## src/rtl/sample_rle_encoder.sv

```systemverilog
// Run-length encoder for 32-bit playback samples, with an 8-deep (by default) record FIFO.
// Optional dropped-record counter enabled by defining SAMPLE_RLE_STATS_EN.
module sample_rle_encoder #(
  parameter int COUNT_BITS = 16,
  parameter int FIFO_LOG2  = 3
) (
  input  logic                  clk,
  input  logic                  reset_n,
  input  logic                  clear,
  input  logic                  in_valid,
  input  logic [31:0]           in_data,
  input  logic                  flush,
  output logic                  out_valid,
  input  logic                  out_ready,
  output logic [31:0]           out_data,
  output logic [COUNT_BITS-1:0] out_count,
`ifdef SAMPLE_RLE_STATS_EN
  output logic [15:0]           dropped_count,
`endif
  output logic                  overflow
);

  // state | meaning
  // IDLE  | no run open
  // RUN   | run value and count held, waiting for a mismatch or flush
  localparam logic [0:0] IDLE = 1'b0;
  localparam logic [0:0] RUN  = 1'b1;

  localparam int DEPTH = 1 << FIFO_LOG2;
  localparam logic [COUNT_BITS-1:0] CNT_ONE  = COUNT_BITS'(1);
  localparam logic [COUNT_BITS-1:0] CNT_MAX  = {COUNT_BITS{1'b1}};
  localparam logic [FIFO_LOG2:0]    OCC_FULL = (FIFO_LOG2+1)'(DEPTH);

  logic [0:0]            state, state_n;
  logic [31:0]           run_value, run_value_n;
  logic [COUNT_BITS-1:0] run_count, run_count_n;
  logic                  flush_pend, flush_pend_n;
  logic                  push;

  logic [31:0]           mem_data  [DEPTH];
  logic [COUNT_BITS-1:0] mem_count [DEPTH];
  logic [FIFO_LOG2-1:0]  wr_ptr, rd_ptr;
  logic [FIFO_LOG2:0]    occ;
  logic                  full, pop, wr_en, drop;

  always_comb begin
    push         = 1'b0;
    state_n      = state;
    run_value_n  = run_value;
    run_count_n  = run_count;
    flush_pend_n = flush_pend;
    if (in_valid) begin
      // A flush arriving with a sample waits until a sample-free cycle.
      flush_pend_n = flush | flush_pend;
      if (state == IDLE) begin
        state_n     = RUN;
        run_value_n = in_data;
        run_count_n = CNT_ONE;
      end else if (in_data == run_value && run_count != CNT_MAX) begin
        run_count_n = run_count + CNT_ONE;
      end else begin
        push        = 1'b1;
        run_value_n = in_data;
        run_count_n = CNT_ONE;
      end
    end else if (flush | flush_pend) begin
      flush_pend_n = 1'b0;
      if (state == RUN) begin
        push    = 1'b1;
        state_n = IDLE;
      end
    end
  end

  assign out_valid = (occ != '0);
  assign full      = (occ == OCC_FULL);
  assign pop       = out_valid & out_ready;
  assign wr_en     = push & (~full | pop);
  assign drop      = push & full & ~pop;

  always_ff @(posedge clk or negedge reset_n) begin
    if (!reset_n) begin
      state      <= IDLE;
      run_value  <= '0;
      run_count  <= '0;
      flush_pend <= 1'b0;
      wr_ptr     <= '0;
      rd_ptr     <= '0;
      occ        <= '0;
      overflow   <= 1'b0;
    end else if (clear) begin
      state      <= IDLE;
      run_value  <= '0;
      run_count  <= '0;
      flush_pend <= 1'b0;
      wr_ptr     <= '0;
      rd_ptr     <= '0;
      occ        <= '0;
      overflow   <= 1'b0;
    end else begin
      state      <= state_n;
      run_value  <= run_value_n;
      run_count  <= run_count_n;
      flush_pend <= flush_pend_n;
      if (wr_en) wr_ptr <= wr_ptr + 1'b1;
      if (pop)   rd_ptr <= rd_ptr + 1'b1;
      if (wr_en && !pop)      occ <= occ + 1'b1;
      else if (!wr_en && pop) occ <= occ - 1'b1;
      if (drop) overflow <= 1'b1;
    end
  end

  // Storage needs no reset: the head is masked whenever the FIFO is empty.
  always_ff @(posedge clk) begin
    if (wr_en && !clear) begin
      mem_data[wr_ptr]  <= run_value;
      mem_count[wr_ptr] <= run_count;
    end
  end

  assign out_data  = out_valid ? mem_data[rd_ptr]  : '0;
  assign out_count = out_valid ? mem_count[rd_ptr] : '0;

`ifdef SAMPLE_RLE_STATS_EN
  always_ff @(posedge clk or negedge reset_n) begin
    if (!reset_n)                        dropped_count <= '0;
    else if (clear)                      dropped_count <= '0;
    else if (drop && dropped_count != 16'hFFFF) dropped_count <= dropped_count + 16'd1;
  end
`endif

endmodule

```

## config.mk

```make
export PLATFORM = sky130hd
export DESIGN_NAME = sample_rle_encoder
export DESIGN_NICKNAME = d
export VERILOG_FILES = /design/src/rtl/sample_rle_encoder.sv
export SDC_FILE = /design/constraint.sdc
export NUM_CORES = 1
export LEC_CHECK = 0
export ABC_AREA = 0
export CORE_UTILIZATION = 35
export CTS_BUF_LIST = sky130_fd_sc_hd__clkbuf_4
export DETAILED_ROUTE_END_ITERATION = 12
export GPL_TIMING_DRIVEN = 0
export MAX_ROUTING_LAYER = met4
export PLACE_DENSITY = 0.6
export SYNTH_ARGS = -nofsm -noshare
export SYNTH_HDL_FRONTEND = slang
export SYNTH_SLANG_ARGS = --single-unit
```

## constraint.sdc

```tcl
create_clock -name clk -period 8.3 [get_ports clk]
set_clock_uncertainty 0.2 [all_clocks]
set_input_delay 1.245 -clock clk [delete_from_list [all_inputs] [get_ports clk]]
set_output_delay 1.245 -clock clk [all_outputs]
set_load 0.02 [all_outputs]
```

==> impl_metrics.env <==
export IMPL_run_status="finished, final reports clean"
export IMPL_p_total_mw=5.780
export IMPL_io_buffers=86
export IMPL_cts_tree="built"
export IMPL_ant_nets=0
export IMPL_vias=9470
export IMPL_cap_violations=0
export IMPL_synthFlopType="edfxtp_1"
export IMPL_p_leak_nw=7.138
export IMPL_wl_per_cell_um=21.76
export IMPL_finalCriticalPeriod_ns=5.977
export IMPL_peakVddDrop_uv=104.2
export IMPL_syn_nets=956
export IMPL_preCtsSetupSlack_ns=2.651
export IMPL_yosys_warnings=0
export IMPL_core_area_um2=49360
export IMPL_max_clock_freq_mhz=167.3
export IMPL_dr_pass1_iters=4
export IMPL_crit_path_end_kind="output pin"
export IMPL_syn_inst=912
export IMPL_yosysSeqAreaShare=0.7397
export IMPL_fin_cells=1907
export IMPL_relSlewSlack=0.2072
export IMPL_die_h_um=226.6
export IMPL_synth_largest_area_cell="edfxtp_1"
export IMPL_clock_latency_ns=0.80
export IMPL_holdBufCountCts=0
export IMPL_viasPerCell=4.966
export IMPL_muxShareOfSynthArea=0.1520
export IMPL_required_ns=6.86
export IMPL_cts_made_buffers=104
export IMPL_async_reset_ff_frac=0.1371
export IMPL_max_slew_worst_pin_slew_ns=1.189
export IMPL_postCtsSetupRepairBufs=0
export IMPL_synthTopCellsByArea="edfxtp_1 (65%), mux4_2 (12%), dfrtp_1 (8.6%), mux2i_1 (2.9%), nor2_1 (1.9%)"
export IMPL_setup_viol=0
export IMPL_crit_arrival_ns=4.53
export IMPL_rrSetupSlack_ns=3.38
export IMPL_fp_row_count=81
export IMPL_grt_overflow_total=0
export IMPL_synthDistinctLibCells=45
export IMPL_synth_compound_area_frac=0.02453
export IMPL_rr_startpoint="run_count[3]$_DFFE_PN0P_"
export IMPL_yosysTopAreaCellShare=0.6532
export IMPL_place_congestion=0.7383
export IMPL_grt_first_pass_wirelength_um=62750
export IMPL_cp_max_fo=10
export IMPL_grtUsageTotal=0.1744
export IMPL_hpwlAfterDp_um=27500
export IMPL_hold_viol_final=0
export IMPL_start_util=0.3576
export IMPL_clockBufferDepth=3
export IMPL_layout_setup_ws_ns=2.323
export IMPL_ctsResizeCount=0
export IMPL_post_synth_fa_ha_maj_area_fraction=0.004678
export IMPL_drv_slew=0
export IMPL_min_period_over_period=0.7201
export IMPL_drc=0
export IMPL_hold_path_class="primary input to asynchronous set/reset pin"
export IMPL_dieWidth_um=226.6
export IMPL_ctsHtreeMaxLevel=3
export IMPL_placed_cells=1705
export IMPL_synthSimpleGateAreaFrac=0.04090
export IMPL_synth_area_um2=17650
export IMPL_cts_root_buf="clkbuf_4"
export IMPL_finalWirelength_um=41510
export IMPL_drive_above_1_share=0.2680
export IMPL_critical_path_class="register to output pin"
export IMPL_synthToLayoutAreaGrowth_pct=21.22
export IMPL_fin_nets=1191
export IMPL_cp_startpoint="rd_ptr[0]$_DFFE_PN0P_"
export IMPL_clkSinkCount=445
export IMPL_num_io_pins=88
export IMPL_holdWs_ns=0.2005
export IMPL_power_density_nw_per_um2=270.1
export IMPL_grt_pass1_vias=10080
export IMPL_rsz0062_at_grt="false"
export IMPL_synth_top_family_by_area="multiplexers"
export IMPL_synth_edf_count=384
export IMPL_cp_start_kind="register"
export IMPL_syn_area_per_cell_um2=19.36
export IMPL_r2r_end="mem_data[2][17]$_DFFE_PP_"
export IMPL_die_area_um2=51340
export IMPL_clk_pin_slew_ns=0.07
export IMPL_antenna_found_initial=3
export IMPL_placed_area_um2=20010
export IMPL_synthXorXnorAreaFrac=0.02431
export IMPL_drtIter0Drc=605
export IMPL_postSynthRegisterBits=445
export IMPL_postLayoutCellArea_um2=21400
export IMPL_grt_max_degree=34
export IMPL_reg2regPathDepth=11
final cells by class:
| class | count | area [µm²] |
|---|---|---|
| Timing Repair Buffer | 129 | 1478 |
| Clock inverter | 39 | 185.2 |
| Inverter | 7 | 26.28 |
| Antenna cell | 4 | 10.01 |
| Multi-Input combinational cell | 415 | 4399 |
| Buffer | 45 | 217.7 |
| Sequential cell | 445 | 13060 |
| Tap cell | 664 | 830.8 |
| Clock buffer | 159 | 1194 |
| Fill cell | 4361 | 27960 |
critical path: stages (launching register included):
cell and delay (ns):
dfrtp_1 0.35, clkbuf_1 0.33, buf_1 0.71, buf_1 0.85, mux4_2 0.62, mux2i_1 0.21
nor2_1 0.07, clkdlybuf4s50_1 0.56
logic make-up after synthesis:
logic type / count (synthesis)
xor gates and xnor gates: 49
DFF: 445
muxes: 148
adders and majority gates: 6
and+or+nand+nor: 155
AOI/OAI and AO/OA: 57
buffers and inverters: 52
layout by cell type, fill, tap and decap left out, types with 8 or more instances in the layout:
| master | synthesis | routed |
|---|---|---|
| buf_6 | 2 | 21 |
| xor2_1 | 17 | 17 |
| clkbuf_4 | 0 | 159 |
| nand2_1 | 17 | 17 |
| clkbuf_1 | 27 | 27 |
| buf_4 | 0 | 8 |
| a22o_1 | 32 | 32 |
| dfrtp_1 | 61 | 61 |
| mux2i_1 | 51 | 51 |
| mux4_2 | 96 | 96 |
| nor2_1 | 88 | 85 |
| xnor2_1 | 32 | 32 |
| edfxtp_1 | 384 | 384 |
| clkinv_1 | 0 | 30 |
| clkdlybuf4s50_1 | 0 | 85 |
| nand3_1 | 9 | 9 |
| buf_1 | 13 | 13 |
| a21oi_1 | 11 | 11 |
| nand4_1 | 11 | 11 |
| buf_8 | 3 | 11 |
worst max path at each step:
stage	cells past startpoint	endpoint	slack, ns
2_1_floorplan	7	mem_count[2][0]$_DFFE_PP_	0.76
3_3_place_gp	8	mem_data[2][21]$_DFFE_PP_	-5.76
6_report	7	out_data[16]	2.32
3_5_place_dp	12	mem_data[2][21]$_DFFE_PP_	2.65
4_1_cts	7	out_data[11]	2.11
5_1_grt	7	out_data[16]	1.99
stage by stage:
| step | utilization | TNS [ns] |
|---|---|---|
| floorplan | - | 0 |
| global placement | 0.3919 | -859.68 |
| detailed placement | 0.4054 | 0 |
| CTS | 0.4333 | 0 |
| global route | 0.4335 | 0 |
| finish | 0.4335 | 0 |
routing by layer:
metal	vias up	global-route usage	share of wire
li1	4217	-	-
met1	4937	0.2160	0.42
met2	261	0.2788	0.50
met3	55	0.03499	0.052
met4	0	0.07520	0.027
met5	-	-	0
power breakdown:
part / leakage (nW) / switching [mW] / internal (mW)
Sequential: 4.34 / 0.0404 / 2.46
Combinational: 1.98 / 0.824 / 0.698
Clock: 0.821 / 0.847 / 0.910
state kept, by name, summed over array words and instances (netlist names):
| name | count |
|---|---|
| mem_data | 256 |
| run_count | 16 |
| state | 1 |
| wr_ptr | 3 |
| run_value | 32 |
| overflow | 1 |
| flush_pend | 1 |
| mem_count | 128 |
| rd_ptr | 3 |
| occ | 4 |
cell usage after synthesis, types with 13 or more instances:
cell / count
a22o_1: 32
buf_1: 13
clkbuf_1: 27
dfrtp_1: 61
edfxtp_1: 384
mux2i_1: 51
mux4_2: 96
nand2_1: 17
nor2_1: 88
xnor2_1: 32
xor2_1: 17
No activity file was read; power rests on OpenSTA's default activity.
